[config.mk]
export PLATFORM = sky130hd
export DESIGN_NAME = mac_filter
export DESIGN_NICKNAME = d
export VERILOG_FILES = /design/src/rtl/mac_filter.sv
export SDC_FILE = /design/constraint.sdc
export NUM_CORES = 1
export LEC_CHECK = 0
export CAP_MARGIN = 25
export CELL_PAD_IN_SITES_DETAIL_PLACEMENT = 1
export CELL_PAD_IN_SITES_GLOBAL_PLACEMENT = 1
export CORE_UTILIZATION = 45
export CTS_CLUSTER_SIZE = 25
export DETAILED_ROUTE_END_ITERATION = 8
export PLACE_DENSITY = 0.83
export REMOVE_ABC_BUFFERS = 1
export SKIP_LAST_GASP = 1
export SLEW_MARGIN = 20
export SYNTH_ARGS = -nofsm -noshare
export SYNTH_HDL_FRONTEND = slang
export SYNTH_SLANG_ARGS = --single-unit
export TNS_END_PERCENT = 50
[constraint.sdc]
create_clock -name clk -period 2.65 [get_ports clk]
set_input_delay 0.6625 -clock clk [delete_from_list [all_inputs] [get_ports clk]]
set_output_delay 0.6625 -clock clk [all_outputs]
set_load 0.01 [all_outputs]
[src/rtl/mac_filter.sv]
// Ethernet MAC address filter on an MSB-first RMII dibit stream: parses the
// 14-byte header, forwards payload dibits only for frames to MY_MAC or broadcast.
//
// state   | meaning
// IDLE    | waiting for axiiv to rise
// DEST    | shifting in destination MAC (dibits 1..24)
// SRC     | shifting in source MAC (dibits 25..48)
// TYPE    | shifting in ethertype (dibits 49..56)
// PAYLOAD | accepted frame, payload dibits forwarded with 1-cycle latency
// DROP    | rejected frame, remaining dibits consumed silently
module mac_filter #(
  parameter logic [47:0] MY_MAC     = 48'h69_69_5A_06_54_91,
  parameter int          HDR_DIBITS = 56
) (
  input  logic        clk,
  input  logic        rst,
  input  logic        axiiv,
  input  logic [1:0]  axiid,
  output logic        axiov,
  output logic [1:0]  axiod,
  output logic        hdr_valid,
  output logic [47:0] src_mac,
  output logic [15:0] ethertype,
  output logic        frame_pass,
  output logic        frame_drop
);

  typedef enum logic [2:0] {
    IDLE,
    DEST,
    SRC,
    TYPE,
    PAYLOAD,
    DROP
  } state_t;

  localparam logic [5:0] DEST_LAST = 6'd23;
  localparam logic [5:0] SRC_LAST  = 6'd47;
  localparam logic [5:0] HDR_LAST  = 6'(HDR_DIBITS - 1);
  localparam logic [5:0] HDR_FULL  = 6'(HDR_DIBITS);

  state_t      state;
  logic [5:0]  count;
  logic [45:0] sh;
  logic [47:0] sh_next;
  logic [47:0] src_pend;
  logic        keep;

  // the incoming dibit completes the 48-bit window on the same edge it is used
  assign sh_next = {sh, axiid};

  always_ff @(posedge clk or negedge rst) begin
    if (!rst) begin
      state      <= IDLE;
      count      <= 6'd0;
      sh         <= '0;
      src_pend   <= '0;
      keep       <= 1'b0;
      axiov      <= 1'b0;
      axiod      <= 2'b00;
      hdr_valid  <= 1'b0;
      src_mac    <= '0;
      ethertype  <= '0;
      frame_pass <= 1'b0;
      frame_drop <= 1'b0;
    end else begin
      frame_pass <= 1'b0;
      frame_drop <= 1'b0;
      axiov      <= 1'b0;
      axiod      <= 2'b00;
      if (!axiiv) begin
        if (state != IDLE) begin
          frame_pass <= (state == PAYLOAD);
          frame_drop <= (state != PAYLOAD);
          state      <= IDLE;
          count      <= 6'd0;
        end
      end else begin
        sh <= sh_next[45:0];
        if (count != HDR_FULL) count <= count + 6'd1;
        case (state)
          IDLE: begin
            state     <= DEST;
            count     <= 6'd1;
            hdr_valid <= 1'b0;
          end
          DEST: begin
            if (count == DEST_LAST) begin
              keep  <= (sh_next == MY_MAC) || (sh_next == 48'hFFFF_FFFF_FFFF);
              state <= SRC;
            end
          end
          SRC: begin
            // held aside so a rejected frame never disturbs the published src_mac
            if (count == SRC_LAST) begin
              src_pend <= sh_next;
              state    <= TYPE;
            end
          end
          TYPE: begin
            if (count == HDR_LAST) begin
              hdr_valid <= keep;
              if (keep) begin
                src_mac   <= src_pend;
                ethertype <= sh_next[15:0];
                state     <= PAYLOAD;
              end else begin
                state <= DROP;
              end
            end
          end
          PAYLOAD: begin
            axiov <= 1'b1;
            axiod <= axiid;
          end
          DROP: begin
          end
          default: state <= IDLE;
        endcase
      end
    end
  end

endmodule

==> summary.txt, run 1 <==
Final layout
  – Fraction of layout cells with a size suffix above 1: 0.3636
  – ANT cells: 0
  – Layout Nets: 538
  – Core Util, Final: 0.5626
  – Syn-to-layout area delta: 21.10%
  – FILL cells: 1433

Clock network
  – TritonCTS Buffers: 17
  – Clock tree buffer depth: 2
  – H-tree depth: 4
  – Worst-skew pair later-pin latency: 0.42 ns
  – Clk slew on worst S/H paths: 0.06 ns
  – CTS tree: done
  – Postcts setup bufs: 0
  – CTS root buf: clkbuf_16
  – Post-CTS Resized: 0
  – Hold_buf cts: 0
  – Clock Sinks: 174

Timing
  – Setup violations, final: 0
  – Fin crit share: 0.8559
  – Fin. Hold Viols: 0
  – Post-route worst setup slack: 0.3819 ns
  – RSZ-0062 raised after global routing: no
  – Fin crit period: 2.268 ns
  – Worst-margin pin slew: 0.7515 ns
  – Slew Viols, Final: 0
  – Setup Skew: 0.007749 ns
  – Maximum clock frequency: 0.4409 GHz
  – Slew HR: 0.4990

Power and ir drop
  – Power density over cell area: 737.4 nW/um2
  – Max IR drop VDD: 0.4813 mV
  – Cell-internal power: 4.789 mW
  – Clock Power Share: 0.394
  – Pleak: 4.147 nW
  – Psw: 1.587 mW
  – Seq pwr share: 0.532
  – Sw frac: 0.2489
  – Final Power: 6.376 mW
  – Logic gate share of total power: 0.075

Routing
  – WL met1: 6726 um
  – DRT iter0 DRCs: 148
  – DRC violation count after routing: 0
  – Post-route antenna net violation count: 0
  – Top layer in use: met4
  – Total Wirelength: 14610 um
  – Number of vias per cell: 5.277
  – Met2 WL: 7132 um
  – 1st-pass router iterations: 4
  – Vias: 3958
  – Met3 WL: 479 um
  – Drt wl/cell: 19.47 um

Min path
  – Hold Path Class: input port to async pin

Die
  – Die area: 16380 um2
  – Core area: 15370 um2
  – IO Count: 75
  – Initial Util: 0.4646
  – Chip height: 128.0 um
  – # rows: 45
  – Die X-Extent: 128.0 um

Logic synthesis
  – Synthesized instance count: 451
  – Async set-reset flop share out of synthesis: 1.000
  – Yosys warns: 0
  – Register bit total from synthesis: 174
  – Syn avg cell area: 15.83 um2
  – Synthesized area: 7141 um2
  – Synth cell types: 38
  – Post-synth EDFFs: 0
  – Ys flop type: dfrtp_1
  – Register area share after synthesis: 0.6098

Placement
  – Port bufs: 74
  – Gp weighted congestion: 0.7909
  – Pre-CTS WS: 0.1259 ns
  – Hpwl dp: 9600 um

Critical path
  – Worst EP required: 2.96 ns
  – Max FO, Critical Path: 26
  – Critical Path Start Type: register
  – CP Data Arrival Time: 2.57 ns
  – WS Path Type: register to register
  – Crit end category: register

Status
  – Status: completed

Flow run
  – Max-cap violations: 0

GRT
  – Largest net degree at the start of global routing: 64
  – Vias in the first global route: 4427
  – Gr usage total: 0.1995
  – First-pass GRT wire length: 24830 um
  – Grt total ovfl: 0
  – Antenna violations before repair: 0
-- layout by cell type (no fill, tap or decap), types with 5 or more instances in the layout --
| cell type | n |
|---|---|
| buf_4 | 5 |
| nor4_1 | 8 |
| nor3_1 | 5 |
| clkbuf_16 | 17 |
| dfrtp_1 | 174 |
| nand4_1 | 15 |
| nand3_1 | 5 |
| mux2_2 | 98 |
| o22ai_1 | 6 |
| nand2_1 | 11 |
| inv_1 | 5 |
| clkdlybuf4s50_1 | 72 |
| mux2_4 | 60 |
-- synth_stat cells, types with 2 or more instances --
library cell,instances,area share
a31oi_1,2,0.0018
dfrtp_1,174,0.61
clkbuf_1,5,0.0026
and2_1,2,0.0018
buf_12,6,0.017
o21ai_0,4,0.0028
o22ai_1,6,0.0053
nor4_1,8,0.0070
nand2b_1,2,0.0018
a22o_1,2,0.0025
buf_2,4,0.0028
ha_1,2,0.0035
o2bb2ai_1,2,0.0025
buf_1,5,0.0026
a21oi_1,3,0.0021
inv_1,5,0.0026
mux2_2,98,0.15
or3_1,5,0.0044
nor3_1,5,0.0035
mux2_4,60,0.13
a21boi_0,2,0.0021
xor2_1,2,0.0025
nor2b_1,2,0.0018
nand2_1,11,0.0058
nand3_1,5,0.0035
nor2_1,3,0.0016
nand4_1,15,0.013
-- path summary, 6_finish.rpt --
path | cells after the start | start | slack [ns] | end
max in group asynchronous | 2 | rst | 1.76 | count[0]
hold / removal | 1 | rst | 0.20 | ethertype[15]
setup reg to reg | 6 | count[1] | 0.38 | src_mac[11]
min in group clk | 1 | src_pend[2] | 0.50 | src_mac[2]
hold reg to reg | 1 | src_pend[2] | 0.50 | src_mac[2]
setup / recovery | 6 | count[1] | 0.38 | src_mac[11]
-- worst max-delay path: stages, from the launching register on --
cell,delay [ns]
dfrtp_1,0.40
ha_1,0.24
and4b_4,0.30
nand2_2,0.08
or3_4,0.55
buf_12,0.25
mux2_4,0.32
-- metrics by stage --
stage / cell area (um2) / TNS, ns / hold slack (ns) / cells
after floorplan: 6944 / -77.79 / 0.3669 / 429
after global placement: 8068 / 0 / 0.4867 / 723
after detailed placement: 8068 / 0 / 0.4916 / 723
after CTS: 8647 / 0 / 0.2113 / 750
after global routing: 8647 / 0 / 0.2285 / 750
final: 8647 / 0 / 0.2037 / 750
-- sequential cells by signal, indices dropped and copies added (netlist names), 2 cells and up --
signal	flops
ethertype	16
sh	46
src_mac	48
src_pend	48
count	6
axiod	2
state	3
-- power groups by stage --
stage / clock (mW) / combinational (mW) / sequential (mW)
after floorplan: 0 / 0.333 / 3.24
after global placement: 0 / 0.440 / 3.38
after detailed placement: 0 / 0.480 / 3.42
after CTS: 2.57 / 0.489 / 3.39
after global routing: 2.68 / 0.523 / 3.44
final: 2.51 / 0.476 / 3.39
-- cells by family after synthesis --
group / share of synthesized area
compound gates: 0.02120
xor+xnor: 0.003680
fa+ha+maj: 0.003504
buf+inv: 0.03014
flops: 0.6098
mux: 0.2807
simple gates: 0.05099
-- metal layers --
layer  vias to the layer above  GRT usage
li1                       1782          -
met1                      2077     0.2625
met2                        81     0.3223
met3                        18    0.04424
met4                         0    0.08028
met5                         -          0
-- layout make-up --
cell class / instances / area [um2] / area share
sequential: 174 / 4354 / 0.5035
multi-input combinational: 250 / 2576 / 0.2979
timing repair buffer: 83 / 854.6 / 0.09883
clock buffer: 20 / 436.7 / 0.05050
tap: 211 / 264.0 / 0.03053
clock inverter: 7 / 142.6 / 0.01650
inverter: 5 / 18.77 / 0.002170
Power figures use the tool's default switching activity.
==> run 2: changes to the inputs <==
--- a/config.mk
+++ b/config.mk
@@ -8,10 +8,10 @@
 export CAP_MARGIN = 25
 export CELL_PAD_IN_SITES_DETAIL_PLACEMENT = 1
 export CELL_PAD_IN_SITES_GLOBAL_PLACEMENT = 1
-export CORE_UTILIZATION = 45
+export CORE_UTILIZATION = 47
 export CTS_CLUSTER_SIZE = 25
 export DETAILED_ROUTE_END_ITERATION = 8
-export PLACE_DENSITY = 0.83
+export PLACE_DENSITY = 0.86
 export REMOVE_ABC_BUFFERS = 1
 export SKIP_LAST_GASP = 1
 export SLEW_MARGIN = 20
==> run 2 against run 1 <==
The flow now finishes with violations (DRC). Setup slack better by 0.063 ns. Clock power is 4% higher. Utilization increased by 2.6 points. Clock skew is 0.0013 ns higher. Final area increased by 0.13%. Count of clock-buffer cells in the layout grew 2. Largest cell class unchanged. Largest power group unchanged.
==> summary.txt, run 2 (synthesized netlist as in run 1, its figures left out) <==
Clock network
  – Postcts setup bufs: 0
  – Hold_buf cts: 0
  – Clk slew on worst S/H paths: 0.07 ns
  – Clock tree buffer depth: 2
  – Clock Sinks: 174
  – CTS root buf: clkbuf_16
  – Worst-skew pair later-pin latency: 0.44 ns
  – Post-CTS Resized: 0
  – H-tree depth: 4
  – CTS tree: done
  – TritonCTS Buffers: 17

Power and ir drop
  – Max IR drop VDD: 0.4788 mV
  – Logic gate share of total power: 0.078
  – Power density over cell area: 753.7 nW/um2
  – Psw: 1.727 mW
  – Clock Power Share: 0.399
  – Cell-internal power: 4.799 mW
  – Sw frac: 0.2646
  – Seq pwr share: 0.524
  – Pleak: 4.184 nW

Die
  – Die area: 15690 um2
  – Die X-Extent: 125.3 um
  – IO Count: 75
  – Initial Util: 0.4858
  – # rows: 44
  – Core area: 14700 um2
  – Chip height: 125.3 um

Timing
  – Fin crit share: 0.8321
  – RSZ-0062 raised after global routing: no
  – Maximum clock frequency: 0.4535 GHz
  – Setup Skew: 0.009004 ns
  – Fin. Hold Viols: 0
  – Slew HR: 0.4886
  – Setup violations, final: 0
  – Fin crit period: 2.205 ns
  – Slew Viols, Final: 0
  – Post-route worst setup slack: 0.4449 ns
  – Worst-margin pin slew: 0.7612 ns

Final layout
  – Most common cell after layout, fill and taps aside: dfrtp_1
  – Most frequent cells in the layout: 174 x dfrtp_1, 98 x mux2_2, 72 x clkdlybuf4s50_1
  – Layout Nets: 540
  – Largest regs: src_mac: 48 flops, src_pend: 48 flops, sh: 46 flops
  – Post-Layout Inst Area: 8658 um2
  – ANT cells: 0
  – Fraction of layout cells with a size suffix above 1: 0.3736
  – Syn-to-layout area delta: 21.25%

Flow run
  – Max-cap violations: 0

Min path
  – Hold Path Class: input port to async pin

Placement
  – Gp weighted congestion: 0.8211
  – Dpl cell area: 8049 um2
  – Pre-CTS WS: 0.2869 ns
  – Port bufs: 74
  – Hpwl dp: 10180 um

Routing
  – DRT iter0 DRCs: 261
  – Total Wirelength: 17010 um
  – Post-route antenna net violation count: 0
  – 1st-pass router iterations: 8
  – Drt wl/cell: 23.30 um
  – DRC violation count after routing: 7
  – Number of vias per cell: 5.621
  – Vias: 4103

Critical path
  – CP Data Arrival Time: 2.52 ns
  – Crit end category: register
  – WS Path Type: register to register
  – Worst EP required: 2.96 ns
  – Critical Path Start Type: register
  – Max FO, Critical Path: 24

GRT
  – Grt total ovfl: 0
  – First-pass GRT wire length: 27560 um
  – Antenna violations before repair: 0
  – Vias in the first global route: 4655
  – Largest net degree at the start of global routing: 66
  – Gr usage total: 0.2336

Status
  – Violated checks: DRC
  – Status: finished with violations
run 2: changes by cell type in the layout (fill, tap and decap cells not counted), sizes merged:
cell	previous run	this run
clkbuf	20	22
buf	11	13
clkinv	0	5
clkinvlp	3	1
inv	5	6
bufinv	4	3
run 2: layer usage:
layer	up-vias	share of wire	track usage
met3	19	0.036	0.06247
met2	102	0.52	0.3924
li1	1798	-	-
met5	-	0	0
met1	2184	0.43	0.2967
met4	0	0.014	0.07102
run 2: power by group through the flow:
stage | Clock (mW) | Sequential, mW | Combinational, mW
final | 2.60 | 3.42 | 0.508
after CTS | 2.65 | 3.40 | 0.519
after global routing | 2.74 | 3.46 | 0.552
after detailed placement | 0 | 3.43 | 0.489
after global placement | 0 | 3.38 | 0.443
after floorplan | 0 | 3.24 | 0.333
run 2: critical path, stage by stage, from the launching register on:
cell,delay (ns)
dfrtp_1,0.39
ha_1,0.24
and4b_4,0.31
nand2_2,0.08
or3_4,0.41
buf_4,0.29
mux2_4,0.35
run 2: path summary, 6_finish.rpt:
path | from | end | slack [ns] | cells after the start
worst min-delay path | rst | src_pend[23] | 0.22 | 1
worst min register to register | src_pend[36] | src_mac[36] | 0.51 | 1
worst max-delay path | count[1] | src_mac[34] | 0.44 | 6
max in group asynchronous | rst | src_pend[14] | 1.65 | 2
worst max register to register | count[1] | src_mac[34] | 0.44 | 6
min in group clk | src_pend[36] | src_mac[36] | 0.51 | 1
run 2: metrics by stage:
step	hold WS [ns]	power, mW	TNS [ns]	utilization	instances
floorplan	0.3669	3.577	-77.79	-	429
global placement	0.4862	3.821	0	0.5476	698
detailed placement	0.4919	3.914	0	0.5476	698
CTS	0.2520	6.568	0	0.5890	730
global route	0.2477	6.755	0	0.5890	730
finish	0.2168	6.525	0	0.5890	730
run 2: layout make-up:
| type | instances | area [um2] |
|---|---|---|
| clock buffers | 22 | 474.2 |
| multi-input cells | 250 | 2576 |
| inverters | 5 | 18.77 |
| well taps | 184 | 230.2 |
| clock inverters | 10 | 135.1 |
| flip-flops and latches | 174 | 4354 |
| fillers | 1350 | 6041 |
| repair buffers | 85 | 869.6 |
==> run 3: changes to the inputs <==
--- a/config.mk
+++ b/config.mk
@@ -8,10 +8,10 @@
 export CAP_MARGIN = 25
 export CELL_PAD_IN_SITES_DETAIL_PLACEMENT = 1
 export CELL_PAD_IN_SITES_GLOBAL_PLACEMENT = 1
-export CORE_UTILIZATION = 47
+export CORE_UTILIZATION = 43
 export CTS_CLUSTER_SIZE = 25
 export DETAILED_ROUTE_END_ITERATION = 8
-export PLACE_DENSITY = 0.86
+export PLACE_DENSITY = 0.83
 export REMOVE_ABC_BUFFERS = 1
 export SKIP_LAST_GASP = 1
 export SLEW_MARGIN = 20
==> constraint.sdc (replaced) <==
create_clock -name clk -period 1.98 [get_ports clk]
set_input_delay 0.495 -clock clk [delete_from_list [all_inputs] [get_ports clk]]
set_output_delay 0.495 -clock clk [all_outputs]
set_load 0.01 [all_outputs]
==> run 3 against run 2 <==
The flow finishes with violations (setup timing). Via count is 3.8% higher. Register-to-register slack worse by 0.49 ns. Non-clock buffer count is 24 higher. Wire length is 8.6% higher. Clock power is 23% higher. Critical endpoint is now ethertype[4].
==> summary.txt, run 3 (synthesized netlist as in run 1, its figures left out) <==
Final layout
  – Fraction of layout cells with a size suffix above 1: 0.3996
  – Syn-to-layout area delta: 26.20%
  – Post-Layout Inst Area: 9011 um2
  – FILL cells: 1486
  – ANT cells: 0
  – Most frequent cells in the layout: 174 x dfrtp_1, 98 x mux2_2, 72 x clkdlybuf4s50_1
  – Most common cell after layout, fill and taps aside: dfrtp_1
  – Layout Nets: 565
  – Largest regs: src_mac: 48 flops, src_pend: 48 flops, sh: 46 flops

Routing
  – Post-route antenna net violation count: 0
  – DRC violation count after routing: 0
  – Top layer in use: met4
  – Vias: 4259
  – 1st-pass router iterations: 4
  – Met3 WL: 675 um
  – Number of vias per cell: 5.432
  – Total Wirelength: 18470 um
  – Met2 WL: 9479 um
  – DRT iter0 DRCs: 198
  – Drt wl/cell: 23.56 um
  – WL met1: 7945 um

Placement
  – Port bufs: 74
  – Gp weighted congestion: 0.7710
  – Hpwl dp: 10510 um
  – Dpl cell area: 8209 um2

GRT
  – Largest net degree at the start of global routing: 45
  – Vias in the first global route: 4784
  – Antenna violations before repair: 0
  – Grt total ovfl: 0
  – First-pass GRT wire length: 27900 um
  – Gr usage total: 0.2235

Critical path
  – R2r worst-path depth: 6
  – WS Path Type: register to register
  – Crit path cell chain: ha_2 > and4b_4 > nand2_4 > or3_4 > clkbuf_16 > mux2_4
  – Slowest cell on crit path: or3_4
  – Critical Path Start Type: register
  – CP Data Arrival Time: 2.33 ns
  – Max FO, Critical Path: 8
  – Worst EP required: 2.29 ns
  – CP top delay family: simple AND/OR/NAND/NOR gates
  – Crit end category: register
  – CP bufs+invs: 1
  – Critical Path Max Stage Delay: 0.48 ns
  – WP depth: 6

Power and ir drop
  – Sw frac: 0.2683
  – Seq pwr share: 0.539
  – Cell-internal power: 6.224 mW
  – Power density over cell area: 943.9 nW/um2
  – Clock Power Share: 0.377
  – Pleak: 4.364 nW
  – Logic gate share of total power: 0.084
  – Psw: 2.282 mW
  – Max IR drop VDD: 0.6420 mV

Clock network
  – H-tree depth: 4
  – Hold_buf cts: 0
  – Worst-skew pair later-pin latency: 0.43 ns
  – Clock Sinks: 174
  – TritonCTS Buffers: 17
  – CTS root buf: clkbuf_16
  – CTS tree: done
  – Clk slew on worst S/H paths: 0.06 ns
  – Clock tree buffer depth: 2

Die
  – Chip height: 130.9 um
  – IO Count: 75
  – # rows: 46
  – Die area: 17130 um2
  – Initial Util: 0.4447
  – Die X-Extent: 130.9 um
  – Core area: 16060 um2

Timing
  – Fin. Hold Viols: 0
  – Post-route worst setup slack: -0.04046 ns
  – Fin crit period: 2.020 ns
  – Worst-margin pin slew: 0.7477 ns
  – Slew Viols, Final: 0
  – Post-route setup TNS: -1.056 ns
  – Fin crit share: 1.020
  – Setup violations, final: 59
  – Maximum clock frequency: 0.4949 GHz
  – Setup Skew: 0.009454 ns
  – Slew HR: 0.4977
  – RSZ-0062 raised after global routing: yes

Min path
  – Hold Path Class: input port to async pin

Status
  – Status: finished with violations
  – Violated checks: setup timing

Flow run
  – Max-cap violations: 0
-- run 3: cell types whose count changed in the layout (fill, tap and decap cells not counted), moves of 2 or more --
| cell | delta |
|---|---|
| buf_16 | +3 |
| buf_4 | +13 |
| buf_6 | +2 |
| clkbuf_1 | +2 |
| clkbuf_16 | +5 |
| clkbuf_8 | -2 |
-- run 3: path summary, 6_finish.rpt --
kind                              from           end  slack [ns]
max                           count[0]  ethertype[4]       -0.04
min                                rst   src_mac[10]       0.002
max reg2reg                   count[0]  ethertype[4]       -0.04
min reg2reg                src_pend[9]    src_mac[9]        0.51
max in group asynchronous          rst  src_pend[43]        1.35
min in group clk           src_pend[9]    src_mac[9]        0.51
-- run 3: final cells by class --
class,instances,area [um2],share of cell area
sequential,174,4354,0.4832
multi-input combinational,251,2605,0.2891
timing repair buffer,109,1217,0.1351
clock buffer,22,454.2,0.05040
tap,216,270.3,0.02999
clock inverter,7,91.34,0.01014
inverter,5,18.77,0.002083
-- run 3: layer usage --
layer,GRT usage,vias to the layer above
met2,0.3741,103
li1,-,1840
met1,0.2820,2287
met3,0.04967,29
met5,0,-
met4,0.08993,0
-- run 3: stage by stage --
stage | hold WS, ns | cells | util | total power [mW] | worst slack [ns]
4_1_cts | 0.004712 | 771 | 0.5479 | 8.507 | -0.02595
3_5_place_dp | 0.4600 | 741 | 0.5112 | 5.235 | -0.1384
6_report | 0.002459 | 784 | 0.5612 | 8.506 | -0.04046
5_1_grt | 0.01627 | 784 | 0.5612 | 8.797 | -0.08122
2_1_floorplan | 0.1994 | 429 | - | 4.787 | -1.663
3_3_place_gp | 0.4594 | 741 | 0.5112 | 5.132 | -0.06636
-- run 3: timing repair --
| item | 4_1_cts | 5_1_grt |
|---|---|---|
| endpoints found under the setup margin | 83 | 112 |
| pin swaps | 1 | 4 |
| setup buffers | 0 | 6 |
| gates cloned | 1 | 7 |
| resized for setup | 4 | 5 |
-- run 3: power by group through the flow --
| stage | logic [mW] | registers [mW] | clock network [mW] |
|---|---|---|---|
| finish | 0.713 | 4.59 | 3.21 |
| global placement | 0.616 | 4.52 | 0 |
| global route | 0.773 | 4.65 | 3.38 |
| floorplan | 0.445 | 4.34 | 0 |
| detailed placement | 0.659 | 4.58 | 0 |
| CTS | 0.705 | 4.56 | 3.24 |
